$ cat src/rtl/fmul_arb_pkg.sv
// Shared types for the floating-point multiplier arbiter: FSM states, the
// in-flight pipeline entry and the zero-operand helper.
package fmul_arb_pkg;

  localparam int FP32_W  = 32;
  // Wide enough for the largest supported requester count (8).
  localparam int OWNER_W = 3;

  typedef enum logic [1:0] {
    RUN,
    DRAIN,
    HALT
  } state_e;

  typedef struct packed {
    logic               valid;
    logic [OWNER_W-1:0] owner;
    logic               uf;
    logic               of;
  } inflight_t;

  // True for +0 and -0: everything except the sign bit is clear.
  function automatic logic is_zero(input logic [FP32_W-1:0] fp32);
    return fp32[FP32_W-2:0] == '0;
  endfunction

endpackage

$ cat src/rtl/fmul_rr_pick.sv
// Combinational round-robin select: first asserted request at or above ptr,
// wrapping around, reported as a one-hot grant plus its index.
module fmul_rr_pick #(
  parameter int N     = 4,
  parameter int IDX_W = $clog2(N)
) (
  input  logic [N-1:0]     req,
  input  logic [IDX_W-1:0] ptr,
  output logic [N-1:0]     grant,
  output logic [IDX_W-1:0] idx,
  output logic             any
);

  logic [IDX_W:0]   sum;
  logic [IDX_W-1:0] cand;

  // NOTE: every output and temporary gets a default before the search loop so
  // no path through this always_comb leaves a value held, which would infer a latch.
  always_comb begin
    grant = '0;
    idx   = '0;
    any   = 1'b0;
    sum   = '0;
    cand  = '0;
    for (int k = 0; k < N; k++) begin
      sum = {1'b0, ptr} + (IDX_W + 1)'(k);
      if (sum >= (IDX_W + 1)'(N)) begin
        sum = sum - (IDX_W + 1)'(N);
      end
      cand = sum[IDX_W-1:0];
      if (!any && req[cand]) begin
        any         = 1'b1;
        idx         = cand;
        grant[cand] = 1'b1;
      end
    end
  end

endmodule

$ cat src/rtl/fmul_arbiter.sv
// Round-robin scheduler sharing one fixed-latency FP32 multiplier among
// NUM_REQ requesters. Optional sticky flag outputs with FMUL_ARB_STICKY_EN.
module fmul_arbiter
  import fmul_arb_pkg::*;
#(
  parameter int NUM_REQ = 4,
  parameter int MUL_LAT = 1
) (
  input  logic                      clk,
  input  logic                      rst_n,
  input  logic [NUM_REQ-1:0]        req_valid,
  output logic [NUM_REQ-1:0]        req_ready,
  input  logic [FP32_W*NUM_REQ-1:0] req_a,
  input  logic [FP32_W*NUM_REQ-1:0] req_b,
  output logic [NUM_REQ-1:0]        resp_valid,
  output logic [FP32_W-1:0]         resp_data,
  output logic                      resp_uf,
  output logic                      resp_of,
  output logic [FP32_W-1:0]         mul_a,
  output logic [FP32_W-1:0]         mul_b,
  input  logic [FP32_W-1:0]         mul_product,
  input  logic                      mul_underflow,
  input  logic                      mul_overflow,
  input  logic                      quiesce,
`ifdef FMUL_ARB_STICKY_EN
  input  logic [NUM_REQ-1:0]        sticky_clr,
  output logic [NUM_REQ-1:0]        sticky_uf,
  output logic [NUM_REQ-1:0]        sticky_of,
`endif
  output logic                      idle
);

  localparam int PTR_W = $clog2(NUM_REQ);
  localparam int CNT_W = $clog2(MUL_LAT + 1);

  state_e            state_q, state_d;
  logic [PTR_W-1:0]  ptr_q, ptr_d;
  inflight_t         pipe_q [MUL_LAT];
  inflight_t         pipe_d [MUL_LAT];

  logic [FP32_W-1:0] op_a [NUM_REQ];
  logic [FP32_W-1:0] op_b [NUM_REQ];
  logic [NUM_REQ-1:0] pick_req;
  logic [NUM_REQ-1:0] pick_grant;
  logic [PTR_W-1:0]  pick_idx;
  logic              pick_any;
  logic              zero_op;
  logic [CNT_W-1:0]  inflight_cnt;
  inflight_t         issue_e;
  inflight_t         tail_e;

  for (genvar g = 0; g < NUM_REQ; g++) begin : g_ops
    assign op_a[g] = req_a[FP32_W*g +: FP32_W];
    assign op_b[g] = req_b[FP32_W*g +: FP32_W];
  end

  // Arbitration is only enabled in RUN; DRAIN and HALT see an empty request set.
  assign pick_req = (state_q == RUN) ? req_valid : '0;

  fmul_rr_pick #(
    .N     (NUM_REQ),
    .IDX_W (PTR_W)
  ) u_pick (
    .req   (pick_req),
    .ptr   (ptr_q),
    .grant (pick_grant),
    .idx   (pick_idx),
    .any   (pick_any)
  );

  assign req_ready = pick_grant;
  assign mul_a     = pick_any ? op_a[pick_idx] : '0;
  assign mul_b     = pick_any ? op_b[pick_idx] : '0;

  // Multiplier flags lead the product, so they are captured at issue time.
  always_comb begin
    zero_op = is_zero(mul_a) || is_zero(mul_b);
    issue_e = '{valid: pick_any,
                owner: OWNER_W'(pick_idx),
                uf:    pick_any && !zero_op && mul_underflow,
                of:    pick_any && !zero_op && mul_overflow};
  end

  always_comb begin
    pipe_d[0] = issue_e;
    for (int k = 1; k < MUL_LAT; k++) begin
      pipe_d[k] = pipe_q[k-1];
    end
  end

  always_comb begin
    inflight_cnt = '0;
    for (int k = 0; k < MUL_LAT; k++) begin
      inflight_cnt = inflight_cnt + CNT_W'(pipe_q[k].valid);
    end
  end

  always_comb begin
    ptr_d = ptr_q;
    if (pick_any) begin
      ptr_d = (pick_idx == PTR_W'(NUM_REQ - 1)) ? '0 : pick_idx + 1'b1;
    end
  end

  always_comb begin
    state_d = state_q;
    unique case (state_q)
      RUN:     if (quiesce) state_d = DRAIN;
      DRAIN: begin
        if (!quiesce) begin
          state_d = RUN;
        end else if (inflight_cnt == '0) begin
          state_d = HALT;
        end
      end
      HALT:    if (!quiesce) state_d = RUN;
      default: state_d = RUN;
    endcase
  end

  // NOTE: the whole pipeline is reset, not just held, because a stale valid
  // bit after reset would emit a response for an operation that was discarded.
  always_ff @(posedge clk or negedge rst_n) begin
    if (!rst_n) begin
      state_q <= RUN;
      ptr_q   <= '0;
      for (int k = 0; k < MUL_LAT; k++) begin
        pipe_q[k] <= '0;
      end
    end else begin
      // NOTE: non-blocking assignments let every stage sample its predecessor's
      // pre-edge value, so the shift register moves exactly one slot per clock.
      state_q <= state_d;
      ptr_q   <= ptr_d;
      for (int k = 0; k < MUL_LAT; k++) begin
        pipe_q[k] <= pipe_d[k];
      end
    end
  end

  assign tail_e = pipe_q[MUL_LAT-1];

  always_comb begin
    resp_valid = '0;
    for (int i = 0; i < NUM_REQ; i++) begin
      resp_valid[i] = tail_e.valid && (tail_e.owner == OWNER_W'(i));
    end
    resp_data = tail_e.valid ? mul_product : '0;
    resp_uf   = tail_e.valid && tail_e.uf;
    resp_of   = tail_e.valid && tail_e.of;
  end

  assign idle = (state_q == HALT);

`ifdef FMUL_ARB_STICKY_EN
  logic [NUM_REQ-1:0] sticky_uf_q, sticky_uf_d;
  logic [NUM_REQ-1:0] sticky_of_q, sticky_of_d;

  // Set is applied after clear so a same-cycle set wins.
  always_comb begin
    sticky_uf_d = (sticky_uf_q & ~sticky_clr) | (resp_uf ? resp_valid : '0);
    sticky_of_d = (sticky_of_q & ~sticky_clr) | (resp_of ? resp_valid : '0);
  end

  always_ff @(posedge clk or negedge rst_n) begin
    if (!rst_n) begin
      sticky_uf_q <= '0;
      sticky_of_q <= '0;
    end else begin
      sticky_uf_q <= sticky_uf_d;
      sticky_of_q <= sticky_of_d;
    end
  end

  assign sticky_uf = sticky_uf_q;
  assign sticky_of = sticky_of_q;
`endif

endmodule

$ cat config.mk
export PLATFORM = sky130hd
export DESIGN_NAME = fmul_arbiter
export DESIGN_NICKNAME = d
export VERILOG_FILES = /design/src/rtl/fmul_arb_pkg.sv /design/src/rtl/fmul_rr_pick.sv /design/src/rtl/fmul_arbiter.sv
export SDC_FILE = /design/constraint.sdc
export NUM_CORES = 1
export LEC_CHECK = 0
export ABC_AREA = 1
export ABC_CLOCK_PERIOD_IN_PS = 4140
export CORE_AREA = 2 2 158 160
export DETAILED_ROUTE_END_ITERATION = 12
export DIE_AREA = 0 0 160 162
export PLACE_DENSITY = 0.52
export SYNTH_ARGS = -nofsm -noshare
export SYNTH_HDL_FRONTEND = slang
export SYNTH_SLANG_ARGS = --single-unit
$ cat constraint.sdc
create_clock -name clk -period 4.14 [get_ports clk]
set_input_delay 1.242 -clock clk [delete_from_list [all_inputs] [get_ports clk]]
set_output_delay 1.242 -clock clk [all_outputs]
set_load 0.01 [all_outputs]
---- Yosys cells after proc, flatten, opt, wreduce, memory -nomap -nowiden ----
Index checks and enable logic that the tools add are counted.
cells by class
  $add $sub $neg .......................... 8
  equality and inequality tests ........... 9
  bitwise gates (word level) .............. 4
  reduce and logical (&&, ||, !) cells .... 26
  $lt $le $gt $ge ......................... 13
  multiplexer cells ....................... 48
operator list
  kind                 number
  $mux 32              7
  $bmux 32 s2          2
  $logic_not 31->1     2
  $mux 2               13
  $mux 4               5
  $logic_and 1x1->1    16
  $ge 3x3->1 const B   4
  $lt 2x3->1 const B   4
  $mux 1               12
  $or 4x4->4           3
  $bmux 1 s2           4
  $demux 1 s2          4
  $eq 2x2->1 const B   4
  $ge 2x1->1 const B   4
  $sub 2x1->2 const B  4
  $add 2x2->3 const B  2
  $pmux 2 s3           1
  $eq 2x1->1 const B   2
  $logic_not 1->1      4
  $ne 2x2->1 const B   2
  $add 2x1->3 const B  1
  $ge 2x3->1 const B   1
  $logic_not 3->1      1
  $ne 3x3->1 const B   1
  5 further kinds      5
storage, ports and cells
  word-level logic and storage cells ...... 114
  register bits after elaboration ......... 9
  input port bits ......................... 297
  output and inout port bits .............. 107

---- Logic depth before layout (Yosys ltp) ----
Gate-level depths: netlist (run 1).
  word-level depth ........................ 24
  depth in mapped cells ................... 23
  gate-level depth less buffers ........... 21

---- Hierarchy ----
A second synthesis (run 1) with hierarchy kept.
second synthesis, totals
  cells, all modules ...................... 1064
  area, all modules ....................... 4584.4 um^2
by module, submodules not included
  module        seq. area each (um^2)  area each (um^2)  instances  cells an instance
  fmul_arbiter  225.2                  4144.0            1          990
  fmul_rr_pick  0.0                    440.4             1          74

---- Worst setup path before layout (run 1) ----
OpenSTA, ideal clock, no wires.
  path type ............................... input-to-output
  start ................................... input port req_valid[3]
  end ..................................... output port mul_a[31]
  path buffers ............................ 3
  stages on the path ...................... 14
  data arrival time ....................... 2.761 ns
  data required time ...................... 2.898 ns
  slack ................................... 0.137 ns
  cells stage by stage .................... nand3_1 nand3_1 nand2_1 buf_4 nand2_1 nand2_1 nand2_1 nand3_1 nand2_2 buf_6 buf_4 o21ai_0 o21bai_1 a21oi_1
on the way
  word-level cells in the longest chain between the ends .. 18
  elaborated cells between the ends (all ways) .. 28
  those cells by class .................... mux: 21; bitwise: 1; reduce/logical: 6
RTL lines
  what                                         line                RTL
  from (decl)                                  fmul_arbiter.sv:11  input logic [NUM_REQ-1:0] req_valid,
  $mux 4 (*)                                   fmul_arbiter.sv:58  assign pick_req = (state_q == RUN) ? req_valid : '0;
  $bmux 1 s2                                   fmul_rr_pick.sv:31  if (!any && req[cand]) begin
  $mux 1 (not written as such)                 fmul_rr_pick.sv:31
  $mux 1                                       fmul_rr_pick.sv:31
  $logic_not 1->1                              fmul_rr_pick.sv:31
  $logic_and 1x1->1                            fmul_rr_pick.sv:31
  $mux 1                                       fmul_rr_pick.sv:31
  $logic_not 1->1                              fmul_rr_pick.sv:31
  $logic_and 1x1->1                            fmul_rr_pick.sv:31
  $mux 1                                       fmul_rr_pick.sv:31
  $logic_not 1->1                              fmul_rr_pick.sv:31
  $logic_and 1x1->1                            fmul_rr_pick.sv:31
  $mux 2                                       fmul_rr_pick.sv:31
  $not 2->3 (not written as such)              fmul_arbiter.sv:72  assign mul_a = pick_any ? op_a[pick_idx] : '0;
  $bmux 32 s2                                  fmul_arbiter.sv:72
  $mux 32 (not written as such) (2 in series)  fmul_arbiter.sv:72
  $mux 32 (*)                                  fmul_arbiter.sv:72
  to (decl)                                    fmul_arbiter.sv:19  output logic [FP32_W-1:0] mul_a,
Mark *: on every way between the ends. The rest lies on a longest branch, timed or not. The select of a mux whose other input is x is not followed.

---- Worst setup path in the final report (run 1) ----
  start ................................... input port req_valid[3]
  end ..................................... output port mul_b[1]
on the way
  word-level cells in the longest chain between the ends .. 18
  elaborated cells between the ends (all ways) .. 28
  those cells by class .................... mux: 21; bitwise: 1; reduce/logical: 6
RTL lines
  what                                         line                RTL
  $mux 4 (*)                                   fmul_arbiter.sv:58
  $bmux 1 s2                                   fmul_rr_pick.sv:31
  $mux 1 (not written as such)                 fmul_rr_pick.sv:31
  $mux 1                                       fmul_rr_pick.sv:31
  $logic_not 1->1                              fmul_rr_pick.sv:31
  $logic_and 1x1->1                            fmul_rr_pick.sv:31
  $mux 1                                       fmul_rr_pick.sv:31
  $logic_not 1->1                              fmul_rr_pick.sv:31
  $logic_and 1x1->1                            fmul_rr_pick.sv:31
  $mux 1                                       fmul_rr_pick.sv:31
  $logic_not 1->1                              fmul_rr_pick.sv:31
  $logic_and 1x1->1                            fmul_rr_pick.sv:31
  $mux 2                                       fmul_rr_pick.sv:31
  $not 2->3 (not written as such)              fmul_arbiter.sv:73  assign mul_b = pick_any ? op_b[pick_idx] : '0;
  $bmux 32 s2                                  fmul_arbiter.sv:73
  $mux 32 (not written as such) (2 in series)  fmul_arbiter.sv:73
  $mux 32 (*)                                  fmul_arbiter.sv:73
  to (decl)                                    fmul_arbiter.sv:20  output logic [FP32_W-1:0] mul_b,
Marked as above.

==> metrics.txt, run 1 <==
R2R Path End pipe_q[0]$_DFF_PN0_; period utilisation layout 104%; Crit Path Class in2out; sequential area share after synthesis 4.88%; unrepaired setup endpoints after global routing true; Core Rows 57; Final Wtd Congestion 0.884; area grow syn2layout 170%; worst slew pin tran 501 ps; die height 162 um; Setup TNS -4740 ps; syn nets 1299; commonest non-fill, non-tap cell in the layout clkdlybuf4s50_1; failing checks negative setup slack; clock latency on the worst-skew pair 240 ps; Die Width 160 um; first-pass GRT wire length 48500 um; Worst R2R Start ptr_q[0]$_DFFE_PN0P_; # diodes 0; Slowest-stage cell, CP buf_12; Period minus WS final 4300 ps; # IOs 404; hold path startpoint ptr_q[1]$_DFFE_PN0P_; worst slack at placement -1140 ps; WP data arrival 3060 ps; fmax 232 MHz; WL final 35700 um; Core Area 0.0241 mm^2; hold path depth 3; post-synthesis cell count 998; critical path's top delay family buffers and inverters; DRC errors left 0; CTS Buffer Depth 2; syn avg cell area 4.62 um^2; hold endpoint ptr_q[1]$_DFFE_PN0P_; CTS clock-pin slew for the worst setup and hold paths 40 ps; CTS tree yes; most frequent cells in the layout clkdlybuf4s50_1, nand2_1, inv_1; relative slew slack 66.6%; R2R setup slack 620 ps; all-layer global routing usage 24.5%; Crit path buffers/inverters 8; final core occ 51.7%; layout cells sized above 1 34.6%; Netlist Area Pre-Place 0.00461 mm^2; root buffer selected by CTS clkbuf_16; DRC marker count from the first detailed-route iteration 457; number of setup violations in the final report 62; CTS sink cnt 9; slowest cell delay on critical path 180 ps; Hold Buf Count CTS 0; Num CTS Buffers 3; crit start category primary input; CP required 2900 ps; Via density 4.51; Final HPWL DP 22700 um; H-tree depth 1; crit-path cells buf_8 -> nand3_4 -> nand3_4 -> nand2_4 -> buf_6 -> nand2_4 -> nand2_2 -> nand2_2 -> nand3_2 -> nand2_4 -> buf_12 -> clkinv_16 -> buf_16 -> buf_12 -> nand2_2 -> nand2_1 -> nand2_1 -> inv_1 -> buf_2; max_cap viols 0; Slew Limit Fails 0; IO buf count 403; die area 0.0259 mm^2; largest net degree at the start of global routing 31; CP Max Fanout 8; number of antenna violations at the first check in global routing 0; # nets final 1861; r2r worst-path depth 25; vias in the first global route 8217; status finished with violations; GRT overflow 0; total iterations of the first detailed-routing run 5; post-route ant nets 0; Final Hold Vio Count 0; YS warnings 0; min-delay worst type reg2reg; WL/cell 19.0 um; Synth Register Bits 9; Worst setup EP type primary output; Starting Density 19.1%; Vias 8489; Cell variety after synth 28; Final Worst Setup Slack -165 ps; Worst Clk Skew 0.355 ps
-- worst min-delay path, delay by kind of cell, from the launching register on --
kind	cells	cell delay, ps
flops	1	330
simple gates	2	120
buf+inv	1	170
-- state kept, by name (all words and copies together), names as in the netlist --
register,cells
pipe_q,5
state_q,2
ptr_q,2
-- routing by layer --
metal  GRT usage, %  wire, um  up-vias
li1               -         -     4137
met1           29.5     14400     3915
met2           44.8     17700      386
met3           4.34      2680       51
met4           6.47       947        0
met5              0         0        -
-- cell type report --
cell class / instances / area, um^2
Fill cell: 2429 / 11600
Multi-Input combinational cell: 730 / 4210
Timing Repair Buffer: 618 / 6750
Timing Repair inverter: 1 / 11.3
Clock buffer: 3 / 75.1
Clock inverter: 1 / 5.00
Inverter: 197 / 773
Sequential cell: 9 / 225
Tap cell: 324 / 405
-- synth_stat cells --
library cell | instances | area share (%)
nand2_1 | 459 | 37
inv_1 | 194 | 16
nand3_1 | 141 | 15
nand3b_1 | 59 | 9.6
nor2_1 | 30 | 2.4
clkbuf_1 | 27 | 2.2
buf_2 | 17 | 1.8
buf_6 | 11 | 2.7
dfrtp_1 | 9 | 4.9
o21ai_0 | 8 | 0.87
buf_4 | 7 | 1.1
a21oi_1 | 6 | 0.65
nor3_1 | 5 | 0.54
ha_1 | 4 | 1.1
a21oi_2 | 3 | 0.57
inv_2 | 3 | 0.24
nand2_2 | 2 | 0.27
o21bai_1 | 2 | 0.33
o22ai_1 | 2 | 0.27
a22oi_1 | 1 | 0.16
and3_1 | 1 | 0.14
buf_8 | 1 | 0.33
nand2_4 | 1 | 0.24
nand3_2 | 1 | 0.22
nand4_1 | 1 | 0.14
nand4_2 | 1 | 0.27
nor2_4 | 1 | 0.24
o221ai_1 | 1 | 0.19
-- kinds of logic after synthesis --
group           after synthesis  synth area share [%]
simple gates                702                  66.8
buf+inv                     260                  24.2
compound gates               23                  3.04
flops                         9                  4.88
fa+ha+maj                     4                  1.09
-- per-stage QoR --
step | instances | instance area, um^2 | hold WS [ps]
after detailed placement | 1776 | 9730 | 630
after floorplan | 998 | 4610 | 573
after global placement | 1776 | 9730 | 634
after global routing | 1883 | 12500 | 700
after CTS | 1845 | 11100 | 645
final | 1883 | 12500 | 659
-- how the worst max path moves through the flow --
stage	start	endpoint	cells past startpoint
global placement	req_valid[2]	mul_a[20]	16
finish	req_valid[3]	mul_b[1]	19
global route	req_valid[1]	mul_b[1]	18
detailed placement	req_valid[2]	mul_a[20]	16
floorplan	req_valid[3]	mul_a[31]	14
CTS	req_valid[3]	mul_a[4]	17
-- what timing repair did --
item	CTS	global route
pin swaps	31	93
endpoints found under the setup margin	68	65
setup buffers	41	33
cloned	25	12
gates resized for setup	411	286
Power of run 1 is left out: the tool's default activity adds up to more than one toggle a clock period on the data nets, which glitch-free logic cannot reach.
==> inputs of run 2 (changes only) <==
--- a/config.mk
+++ b/config.mk
@@ -7,9 +7,11 @@
 export LEC_CHECK = 0
 export ABC_AREA = 1
 export ABC_CLOCK_PERIOD_IN_PS = 4140
+export CAP_MARGIN = 15
 export CORE_AREA = 2 2 158 160
 export DETAILED_ROUTE_END_ITERATION = 12
 export DIE_AREA = 0 0 160 162
+export GPL_TIMING_DRIVEN = 1
 export PLACE_DENSITY = 0.52
 export SYNTH_ARGS = -nofsm -noshare
 export SYNTH_HDL_FRONTEND = slang
==> results of run 2 <==
No change in the layout: final DEF, timing and power equal those of run 1.
Power of run 2 is left out for the same reason.
